File: src/rtl/risc5_intctrl.sv
// Prioritised, maskable interrupt controller for the RISC5 CPU.
// Edge-captures up to 16 sources, raises one request and latches the winner on intack.
module risc5_intctrl #(
  parameter int NUM_IRQ = 8
) (
  input  logic               clk,
  input  logic               rst,
  input  logic [NUM_IRQ-1:0] irq_in,
  input  logic               intack,
  input  logic               rti,
  output logic               irq_out,
  input  logic [1:0]         adr,
  input  logic               rd,
  input  logic               wr,
  input  logic [31:0]        din,
  output logic [31:0]        dout
);

  localparam logic [1:0] IDLE    = 2'd0;
  localparam logic [1:0] REQ     = 2'd1;
  localparam logic [1:0] SERVICE = 2'd2;

  logic [1:0]         state_q, state_d;
  logic [NUM_IRQ-1:0] pend_q, pend_d;
  logic [NUM_IRQ-1:0] mask_q, mask_d;
  logic [NUM_IRQ-1:0] prev_q;
  logic               cur_valid_q, cur_valid_d;
  logic [3:0]         cur_id_q, cur_id_d;
  logic               irq_out_q;

  logic [NUM_IRQ-1:0] set_s;
  logic [NUM_IRQ-1:0] elig_s;
  logic [NUM_IRQ-1:0] w1c_s;
  logic [NUM_IRQ-1:0] ack_clr_s;
  logic [3:0]         winner_s;
  logic               unused_din_s;

  // Lowest-index set bit wins.
  function automatic logic [3:0] first_set(input logic [NUM_IRQ-1:0] v);
    logic [3:0] r;
    r = 4'd0;
    for (int i = NUM_IRQ - 1; i >= 0; i--) begin
      if (v[i]) begin
        r = 4'(i);
      end else begin
        r = r;
      end
    end
    return r;
  endfunction

  assign unused_din_s = ^din;

  always_comb begin
    set_s     = irq_in & ~prev_q;
    elig_s    = pend_q & mask_q;
    winner_s  = first_set(elig_s);
    w1c_s     = (wr && (adr == 2'd0)) ? din[NUM_IRQ-1:0] : '0;
    mask_d    = (wr && (adr == 2'd1)) ? din[NUM_IRQ-1:0] : mask_q;
    state_d     = state_q;
    cur_valid_d = cur_valid_q;
    cur_id_d    = cur_id_q;
    ack_clr_s   = '0;
    case (state_q)
      IDLE: begin
        if (intack) begin
          state_d     = SERVICE;
          cur_valid_d = 1'b0;
          cur_id_d    = 4'd0;
        end else if (elig_s != '0) begin
          state_d = REQ;
        end else begin
          state_d = IDLE;
        end
      end
      REQ: begin
        if (intack) begin
          state_d = SERVICE;
          if (elig_s != '0) begin
            cur_valid_d = 1'b1;
            cur_id_d    = winner_s;
            for (int i = 0; i < NUM_IRQ; i++) begin
              ack_clr_s[i] = (winner_s == 4'(i));
            end
          end else begin
            cur_valid_d = 1'b0;
            cur_id_d    = 4'd0;
          end
        end else if (elig_s == '0) begin
          state_d = IDLE;
        end else begin
          state_d = REQ;
        end
      end
      SERVICE: begin
        if (rti) begin
          state_d     = IDLE;
          cur_valid_d = 1'b0;
        end else begin
          state_d = SERVICE;
        end
      end
      default: begin
        state_d = IDLE;
      end
    endcase
    // A new edge beats a same-cycle clear so no event is lost.
    pend_d = (pend_q & ~(w1c_s | ack_clr_s)) | set_s;
  end

  always_ff @(posedge clk or negedge rst) begin
    if (!rst) begin
      state_q     <= IDLE;
      pend_q      <= '0;
      mask_q      <= '0;
      prev_q      <= '0;
      cur_valid_q <= 1'b0;
      cur_id_q    <= 4'd0;
      irq_out_q   <= 1'b0;
    end else begin
      state_q     <= state_d;
      pend_q      <= pend_d;
      mask_q      <= mask_d;
      prev_q      <= irq_in;
      cur_valid_q <= cur_valid_d;
      cur_id_q    <= cur_id_d;
      irq_out_q   <= (state_d == REQ);
    end
  end

  assign irq_out = irq_out_q;

  always_comb begin
    if (rd) begin
      case (adr)
        2'd0:    dout = 32'(pend_q);
        2'd1:    dout = 32'(mask_q);
        2'd2:    dout = {cur_valid_q, 27'd0, cur_id_q};
        2'd3:    dout = {23'd0, irq_out_q, 6'd0, state_q};
        default: dout = 32'd0;
      endcase
    end else begin
      dout = 32'd0;
    end
  end

endmodule
File: config.mk
export PLATFORM = sky130hd
export DESIGN_NAME = risc5_intctrl
export DESIGN_NICKNAME = d
export VERILOG_FILES = /design/src/rtl/risc5_intctrl.sv
export SDC_FILE = /design/constraint.sdc
export NUM_CORES = 1
export LEC_CHECK = 0
export CAP_MARGIN = 20
export CORE_ASPECT_RATIO = 1.2
export CORE_MARGIN = 2
export CORE_UTILIZATION = 44
export CTS_CLUSTER_SIZE = 30
export DETAILED_ROUTE_END_ITERATION = 12
export HOLD_SLACK_MARGIN = 0.03
export PLACE_DENSITY = 0.85
export SYNTH_ARGS = -nofsm -noshare
export SYNTH_HDL_FRONTEND = slang
export SYNTH_SLANG_ARGS = --single-unit
File: constraint.sdc
create_clock -name clk -period 4.1 [get_ports clk]
set_input_delay 0.615 -clock clk [delete_from_list [all_inputs] [get_ports clk]]
set_output_delay 0.615 -clock clk [all_outputs]
set_load 0.02 [all_outputs]
-- Yosys cells after proc, flatten, opt, wreduce, memory -nomap -nowiden
Index checks and enable logic that the tools add are counted.
- logic and storage cells: 70
- RAM bits: 0
- register bits after elaboration: 32
- latch bits: 0
- ROM bits: 0
- memories: 0
- input bits: 48
- $lt $le $gt $ge: 0
- equality and inequality tests: 16
- divide/modulo/power cells: 0
- shifts and indexed selects: 0
- reduce and logical (&&, ||, !) cells: 11
- multiplexer cells: 29
- $add $sub $neg: 0
- multipliers: 0
- bitwise operators: 7
- operators with widths (kind ; count):
    $pmux W32 S4 ; 1
    $mux W4 ; 9
    $mux W32 ; 1
    $mux W8 ; 4
    $and A8 B8 Y8 ; 3
    $eq A4 B3 Y1 const B ; 4
    $not A8 Y8 ; 2
    $or A8 B8 Y8 ; 2
    $eq A4 B2 Y1 const B ; 2
    $logic_not A8 Y1 ; 1
    $pmux W4 S2 ; 1
    $reduce_bool A8 Y1 ; 1
    $eq A2 B1 Y1 const B ; 3
    $eq A2 B2 Y1 const B ; 3
    $mux W1 ; 6
    $mux W2 ; 3
    $mux W3 ; 2
    $ne A2 B2 Y1 const B ; 3
    $pmux W2 S3 ; 1
    $eq A4 B1 Y1 const B ; 1
    $logic_not A2 Y1 ; 2
    $logic_not A4 Y1 ; 1
    $reduce_and A4 Y1 ; 1
    $pmux W1 S3 ; 1
    other kinds (4) ; 5

-- Logic depth before layout (Yosys ltp)
Gate-level depths: netlist of run 1.
- word-level depth: 17
- depth in mapped cells: 5

-- Least setup slack after synthesis of run 1
Ideal clock, no wire load.
- path kind: input to output
- start point: in adr[0]
- end point: out dout[1]
- buffers on the path: 0
- stages: 2
- path slack: 2.187 ns
- data required time: 3.485 ns
- data arrival time: 1.298 ns
- path through: mux4_2 and2_1
- cells in the longest elaborated chain, start to end: 3
- ends and longest elaborated chain (element ; line ; text):
    from (decl) ; 12 ; input logic [1:0] adr,
    $eq A2 B2 Y1, or another cell as far along ; 135 ; case (adr)
    $pmux W32 S4 * ; 135 ;
    $mux W32 * ; 134 ; if (rd) begin
    to (decl) ; 16 ; output logic [31:0] dout
Every way passes the cells marked *; elsewhere a longest branch is shown, timed or not. The select of a mux whose other input is x is not followed.

-- Final worst setup path of run 1
- start point: in adr[0]
- end point: out dout[0]
Same word-level chain as after synthesis.

==> results.py, run 1 <==
metrics = {
    "status": {
        "result_of_the_run": "finished, final reports clean",
    },
    "cells_and_area": {
        "antenna_cells_inserted": 0,
        "num-fill-cells": 353,
        "sequential_cell_area_um2": 776,
        "synthToLayoutAreaGrowth_pct": 22.8,
        "mostFrequentLayoutCell": "sky130_fd_sc_hd__clkdlybuf4s50_1",
        "share_of_post_route_cells_with_drive_strength_above_1_pct": 12.2,
        "finish.net_count": 243,
        "mostFrequentLayoutCells": "34 x sky130_fd_sc_hd__clkdlybuf4s50_1, 31 x sky130_fd_sc_hd__dfrtp_1, 22 x sky130_fd_sc_hd__conb_1",
        "multi_input_gate_area_um2": 786,
    },
    "synth": {
        "async_reset_ff_share_pct": 100,
        "synth_edf_count": 0,
        "synth-warning-count": 0,
        "mappedNetlistArea_um2": 1700,
        "synth_cell_types": 41,
        "sequential_share_of_the_synthesized_area_pct": 45.6,
        "ys_seq_elements": 31,
        "syn_inst": 156,
        "ys.flop_type": "sky130_fd_sc_hd__dfrtp_1",
        "postSynthAreaPerCell_um2": 10.9,
    },
    "floorplanning": {
        "ioPinCount": 81,
        "core_um2": 3660,
        "die_width_um": 60.8,
        "die_area_um2": 4380,
        "initial_util_pct": 46.4,
        "die-height_um": 72.1,
        "core.rowCount": 24,
    },
    "place": {
        "io_buffers": 34,
        "gp_routability_congestion": 0.878,
        "post_detailed_placement_half_perimeter_wirelength_mm": 2.66,
        "dpl_worst_slack_ns": 0.836,
    },
    "routing": {
        "avgRoutedWirePerCell_um": 14.5,
        "number_of_detailed_route_iterations_in_the_first_pass": 4,
        "detailedRoute.firstIterationViolations": 36,
        "wl_mm": 3.60,
        "routed_via_density": 5.06,
        "postRouteAntennaNets": 0,
        "via_count": 1256,
        "drc_errors": 0,
    },
    "worst_hold_path": {
        "worstHoldPathType": "reg2reg",
        "worst_hold_startpoint": "prev_q[0]",
        "worstHoldEndpoint": "pend_q[0]",
        "worst_hold_path.num_cells": 1,
    },
    "setup_path": {
        "slowest_stage": "sky130_fd_sc_hd__clkdlybuf4s50_1",
        "path_common_cell": "sky130_fd_sc_hd__clkdlybuf4s50_1",
        "critical-path-max-stage-delay_ns": 0.75,
        "worst-r2r-setup-slack_ns": 2.45,
        "required_ns": 3.48,
        "startpoint_type": "input pin",
        "worstPathCellList": "clkdlybuf4s50_1, mux4_2, and2_1, clkdlybuf4s50_1",
        "rr_endpoint": "pend_q[7]",
        "path_class": "in2out",
        "rr_startpoint": "pend_q[1]",
        "critPathCaptureType": "output pin",
        "data_arrival_time_of_the_critical_path_ns": 2.64,
        "crit_fanout": 7,
        "reg2reg_depth": 3,
    },
    "sta": {
        "report.final.slew_viol_count": 0,
        "timing.final.setup_violations": 0,
        "finalHoldViolations": 0,
        "layout_min_cycle_time_ns": 3.25,
        "final.period_utilization_pct": 79.4,
        "rsz0062_at_grt": "false",
        "finClkSkew_ns": 0.00326,
        "max_clock_freq_mhz": 307,
        "totalNegativeSetupSlack_ns": 0,
        "final_critical_path_setup_slack_ns": 0.846,
    },
    "grt": {
        "grt_remaining_overflow": 0,
        "grtUsageTotal_pct": 18.6,
        "grt_start_max_net_pins": 32,
        "grt_first_pass_wirelength_mm": 5.84,
        "antenna_found_initial": 0,
        "grt_pass1_vias": 1232,
    },
    "power": {
        "share_of_power_burned_in_registers_pct": 46.6,
        "p_switching_mw": 0.266,
        "vdd_ir_drop_max_uv": 270,
        "powerDensity_nw_per_um2": 400,
        "netSwitchingFraction_pct": 31.9,
        "p_int_mw": 0.569,
        "static-leakage-power_nw": 0.922,
        "pwr-share-comb_pct": 26.2,
        "power.share.clock_pct": 27.2,
    },
    "clocking": {
        "cts_made_buffers": 5,
        "post_cts.resized_instances": 0,
        "tritoncts": "done",
        "cts.hold.buffers_added": 0,
        "cts_sinks": 31,
        "max_root_sink_buffers": 2,
        "cts.root.buffer_cell": "sky130_fd_sc_hd__clkbuf_8",
        "h-tree-depth": 2,
        "clk-insertion-delay-late_ns": 0.28,
        "worst_setup_hold_path_clk_slew_ns": 0.06,
        "cts.repair_timing.setup_buffer_count": 0,
    },
    "run": {
        "drv.max_cap_violation_count": 0,
    },
}
[power by group through the flow]
stage                     combinational, mW  sequential, mW  clock, mW
after floorplan                       0.159           0.381          0
after global placement                0.211           0.389          0
after detailed placement              0.217           0.393          0
after CTS                             0.219           0.388      0.235
after global routing                  0.238           0.395      0.246
final                                 0.219           0.389      0.227
[cell type report]
type                            count  area share [%]
Clock buffer                        7            3.65
Clock inverter                      1           0.240
Inverter                            7            1.26
Multi-Input combinational cell    114            37.6
Sequential cell                    31            37.1
Tap cell                           52            3.11
Timing Repair Buffer               36            17.0
[through the flow]
stage / cell area, µm² / instances / hold slack, ns / utilization (%) / power, mW
finish: 2090 / 248 / 0.418 / 57.0 / 0.835
global route: 2090 / 248 / 0.465 / 57.0 / 0.878
CTS: 2090 / 248 / 0.423 / 57.0 / 0.842
detailed placement: 2010 / 240 / 0.415 / 54.8 / 0.611
global placement: 2010 / 240 / 0.403 / 54.8 / 0.599
floorplan: 1780 / 177 / 0.319 / - / 0.540
[worst max path at each step]
stage	startpoint	slack, ns	cells past startpoint	to
6_report	adr[0]	0.85	4	dout[0]
5_1_grt	adr[0]	0.77	4	dout[0]
4_1_cts	adr[0]	0.84	4	dout[0]
3_5_place_dp	adr[0]	0.84	4	dout[0]
3_3_place_gp	adr[0]	0.85	4	dout[1]
2_1_floorplan	adr[0]	2.19	2	dout[1]
[state kept, by name, indices dropped and copies added (netlist names)]
register	cells
mask_q	8
cur_valid_q	1
state_q	2
irq_out	1
pend_q	8
cur_id_q	3
prev_q	8
[worst max-delay path: cells and delay by family]
family,cells,cell delay [ns]
buffers and inverters,2,1.28
multiplexers,1,0.57
AND/OR/NAND/NOR,1,0.17
[kinds of logic after synthesis]
family / share of synthesized area [%]
and+or+nand+nor: 14.4
AOI/OAI and AO/OA: 15.4
buffers and inverters: 12.9
DFF: 45.6
muxes: 11.5
other: 0.220
[synth_stat cells (2+ instances only)]
cell,n,area [µm²]
sky130_fd_sc_hd__nand2b_1,4,25.0
sky130_fd_sc_hd__nand3b_1,2,15.0
sky130_fd_sc_hd__inv_1,7,26.3
sky130_fd_sc_hd__nor3_1,3,15.0
sky130_fd_sc_hd__buf_6,2,22.5
sky130_fd_sc_hd__a21o_1,2,15.0
sky130_fd_sc_hd__a32o_1,2,20.0
sky130_fd_sc_hd__mux2_2,8,90.1
sky130_fd_sc_hd__nor2b_1,2,12.5
sky130_fd_sc_hd__mux4_2,2,45.0
sky130_fd_sc_hd__nand2_1,13,48.8
sky130_fd_sc_hd__and4_1,2,17.5
sky130_fd_sc_hd__nand3_1,2,10.0
sky130_fd_sc_hd__a22oi_1,6,45.0
sky130_fd_sc_hd__a32oi_1,2,17.5
sky130_fd_sc_hd__and2_1,3,18.8
sky130_fd_sc_hd__mux2i_1,6,60.1
sky130_fd_sc_hd__a21boi_1,2,15.0
sky130_fd_sc_hd__a21oi_1,3,15.0
sky130_fd_sc_hd__nor2_1,5,18.8
sky130_fd_sc_hd__o21ai_0,7,35.0
sky130_fd_sc_hd__dfrtp_1,31,776
sky130_fd_sc_hd__buf_4,22,165
[routing by layer]
metal | up-vias | track usage (%) | part of all wire (%)
met1 | 597 | 22.6 | 40
met2 | 56 | 29.9 | 51
met4 | 0 | 8.94 | 2.2
li1 | 595 | - | -
met5 | - | 0 | 0
met3 | 8 | 5.70 | 6.6
Power figures use the tool's default switching activity.
==> inputs of run 2 (changes only) <==
--- a/config.mk
+++ b/config.mk
@@ -8,11 +8,11 @@
 export CAP_MARGIN = 20
 export CORE_ASPECT_RATIO = 1.2
 export CORE_MARGIN = 2
-export CORE_UTILIZATION = 44
+export CORE_UTILIZATION = 41
 export CTS_CLUSTER_SIZE = 30
 export DETAILED_ROUTE_END_ITERATION = 12
 export HOLD_SLACK_MARGIN = 0.03
-export PLACE_DENSITY = 0.85
+export PLACE_DENSITY = 0.8
 export SYNTH_ARGS = -nofsm -noshare
 export SYNTH_HDL_FRONTEND = slang
 export SYNTH_SLANG_ARGS = --single-unit
==> constraint.sdc (replaced) <==
create_clock -name clk -period 3.3 [get_ports clk]
set_input_delay 0.495 -clock clk [delete_from_list [all_inputs] [get_ports clk]]
set_output_delay 0.495 -clock clk [all_outputs]
set_load 0.02 [all_outputs]
==> run 2 against run 1 <==
Compared with the run above:
- non-clock buffer count increased by 1
- worst hold slack got worse by 0.0016 ns
- register-to-register slack got worse by 0.81 ns
- sequential power increased by 24%
- power increased by 23%
- critical path depth unchanged
- flip-flop and latch count unchanged
- wire length decreased by 6.3%
- clock skew increased by 0.0053 ns
- die area increased by 6.9%
- sequential share of layout area decreased by 0.18 points
- first-iteration DRC count increased by 44%
==> results.py, run 2 (same netlist as run 1, synthesis figures left out) <==
metrics = {
    "setup_path": {
        "reg2reg_depth": 4,
        "path_class": "in2out",
        "crit_fanout": 4,
        "critPathCaptureType": "output pin",
        "startpoint_type": "input pin",
        "data_arrival_time_of_the_critical_path_ns": 2.29,
        "required_ns": 2.80,
    },
    "cells_and_area": {
        "mostFrequentLayoutCells": "34 x sky130_fd_sc_hd__clkdlybuf4s50_1, 31 x sky130_fd_sc_hd__dfrtp_1, 22 x sky130_fd_sc_hd__conb_1",
        "synthToLayoutAreaGrowth_pct": 23.4,
        "antenna_cells_inserted": 0,
        "final_core_util_pct": 52.9,
        "reg_top3": "mask_q x8, pend_q x8, prev_q x8",
        "mostFrequentLayoutCell": "sky130_fd_sc_hd__clkdlybuf4s50_1",
        "final_area_um2": 2100,
        "finish.net_count": 244,
        "share_of_post_route_cells_with_drive_strength_above_1_pct": 12.7,
    },
    "routing": {
        "detailedRoute.firstIterationViolations": 52,
        "via_count": 1248,
        "number_of_detailed_route_iterations_in_the_first_pass": 4,
        "postRouteAntennaNets": 0,
        "avgRoutedWirePerCell_um": 13.4,
        "drc_errors": 0,
        "routed_via_density": 4.97,
        "wl_mm": 3.37,
    },
    "floorplanning": {
        "ioPinCount": 81,
        "core_um2": 3970,
        "die-height_um": 74.6,
        "initial_util_pct": 42.8,
        "core.rowCount": 25,
        "die_area_um2": 4680,
        "die_width_um": 62.8,
    },
    "clocking": {
        "cts.hold.buffers_added": 0,
        "h-tree-depth": 2,
        "max_root_sink_buffers": 2,
        "cts_sinks": 31,
        "tritoncts": "done",
        "clk-insertion-delay-late_ns": 0.28,
        "cts_made_buffers": 5,
        "cts.repair_timing.setup_buffer_count": 0,
        "cts.root.buffer_cell": "sky130_fd_sc_hd__clkbuf_8",
        "post_cts.resized_instances": 0,
        "worst_setup_hold_path_clk_slew_ns": 0.06,
    },
    "grt": {
        "grtUsageTotal_pct": 16.4,
        "grt_remaining_overflow": 0,
        "grt_first_pass_wirelength_mm": 5.90,
        "grt_pass1_vias": 1230,
        "antenna_found_initial": 0,
        "grt_start_max_net_pins": 32,
    },
    "worst_hold_path": {
        "worst_hold_path.num_cells": 1,
        "worstHoldPathType": "reg2reg",
    },
    "sta": {
        "max_clock_freq_mhz": 360,
        "layout_min_cycle_time_ns": 2.78,
        "finalHoldViolations": 0,
        "final.period_utilization_pct": 84.3,
        "finClkSkew_ns": 0.00853,
        "totalNegativeSetupSlack_ns": 0,
        "report.final.slew_viol_count": 0,
        "timing.final.setup_violations": 0,
        "rsz0062_at_grt": "false",
        "fin_hold_ws_ns": 0.416,
    },
    "place": {
        "gp_routability_congestion": 0.816,
        "dpl-instance-area_um2": 2020,
        "post_detailed_placement_half_perimeter_wirelength_mm": 2.51,
        "io_buffers": 34,
    },
    "power": {
        "finalPower_mw": 1.03,
        "powerDensity_nw_per_um2": 491,
        "static-leakage-power_nw": 0.927,
        "vdd_ir_drop_max_uv": 239,
    },
    "run": {
        "drv.max_cap_violation_count": 0,
    },
    "status": {
        "result_of_the_run": "finished, final reports clean",
    },
}
-- run 2: changes by cell type in the layout (fill, tap and decap cells not counted), sizes merged --
cell  delta
buf      +1
-- run 2: critical path, stage by stage --
cell and delay (ns):
sky130_fd_sc_hd__clkdlybuf4s50_1 0.57, sky130_fd_sc_hd__mux4_2 0.52, sky130_fd_sc_hd__and2_1 0.17, sky130_fd_sc_hd__clkdlybuf4s50_1 0.53
-- run 2: power by group --
part | internal [mW] | switching, mW | total [mW] | leakage (nW)
clock network | 0.148 | 0.134 | 0.281 | 0.0422
logic | 0.130 | 0.139 | 0.269 | 0.529
registers | 0.430 | 0.0509 | 0.481 | 0.356
total | 0.707 | 0.324 | 1.03 | 0.927
-- run 2: final timing paths --
kind                            startpoint         to  slack [ns]
worst max-delay path                adr[0]    dout[0]        0.52
worst min-delay path             prev_q[1]  pend_q[1]        0.42
worst max register to register   pend_q[0]  pend_q[7]        1.64
worst min register to register   prev_q[1]  pend_q[1]        0.42
max in group asynchronous              rst  mask_q[0]        2.41
min in group asynchronous              rst  pend_q[1]        0.60
-- run 2: stage by stage --
step           worst slack, ns  cells
3_3_place_gp             0.521    243
5_1_grt                  0.448    251
3_5_place_dp             0.504    243
6_report                 0.519    251
2_1_floorplan             1.63    177
4_1_cts                  0.500    251
-- run 2: cell type report --
cell class | count | area (µm²)
clock inverters | 1 | 5.00
repair buffers | 37 | 363
well taps | 54 | 67.6
fillers | 378 | 1870
clock buffers | 7 | 76.3
flip-flops and latches | 31 | 776
inverters | 7 | 26.3
multi-input cells | 114 | 786
-- run 2: layer usage --
layer | track usage (%) | wire length [µm] | vias up
met2 | 27.2 | 1590 | 48
met3 | 4.54 | 201 | 7
met5 | 0 | 0 | -
li1 | - | - | 597
met4 | 8.15 | 81 | 0
met1 | 20.1 | 1500 | 596
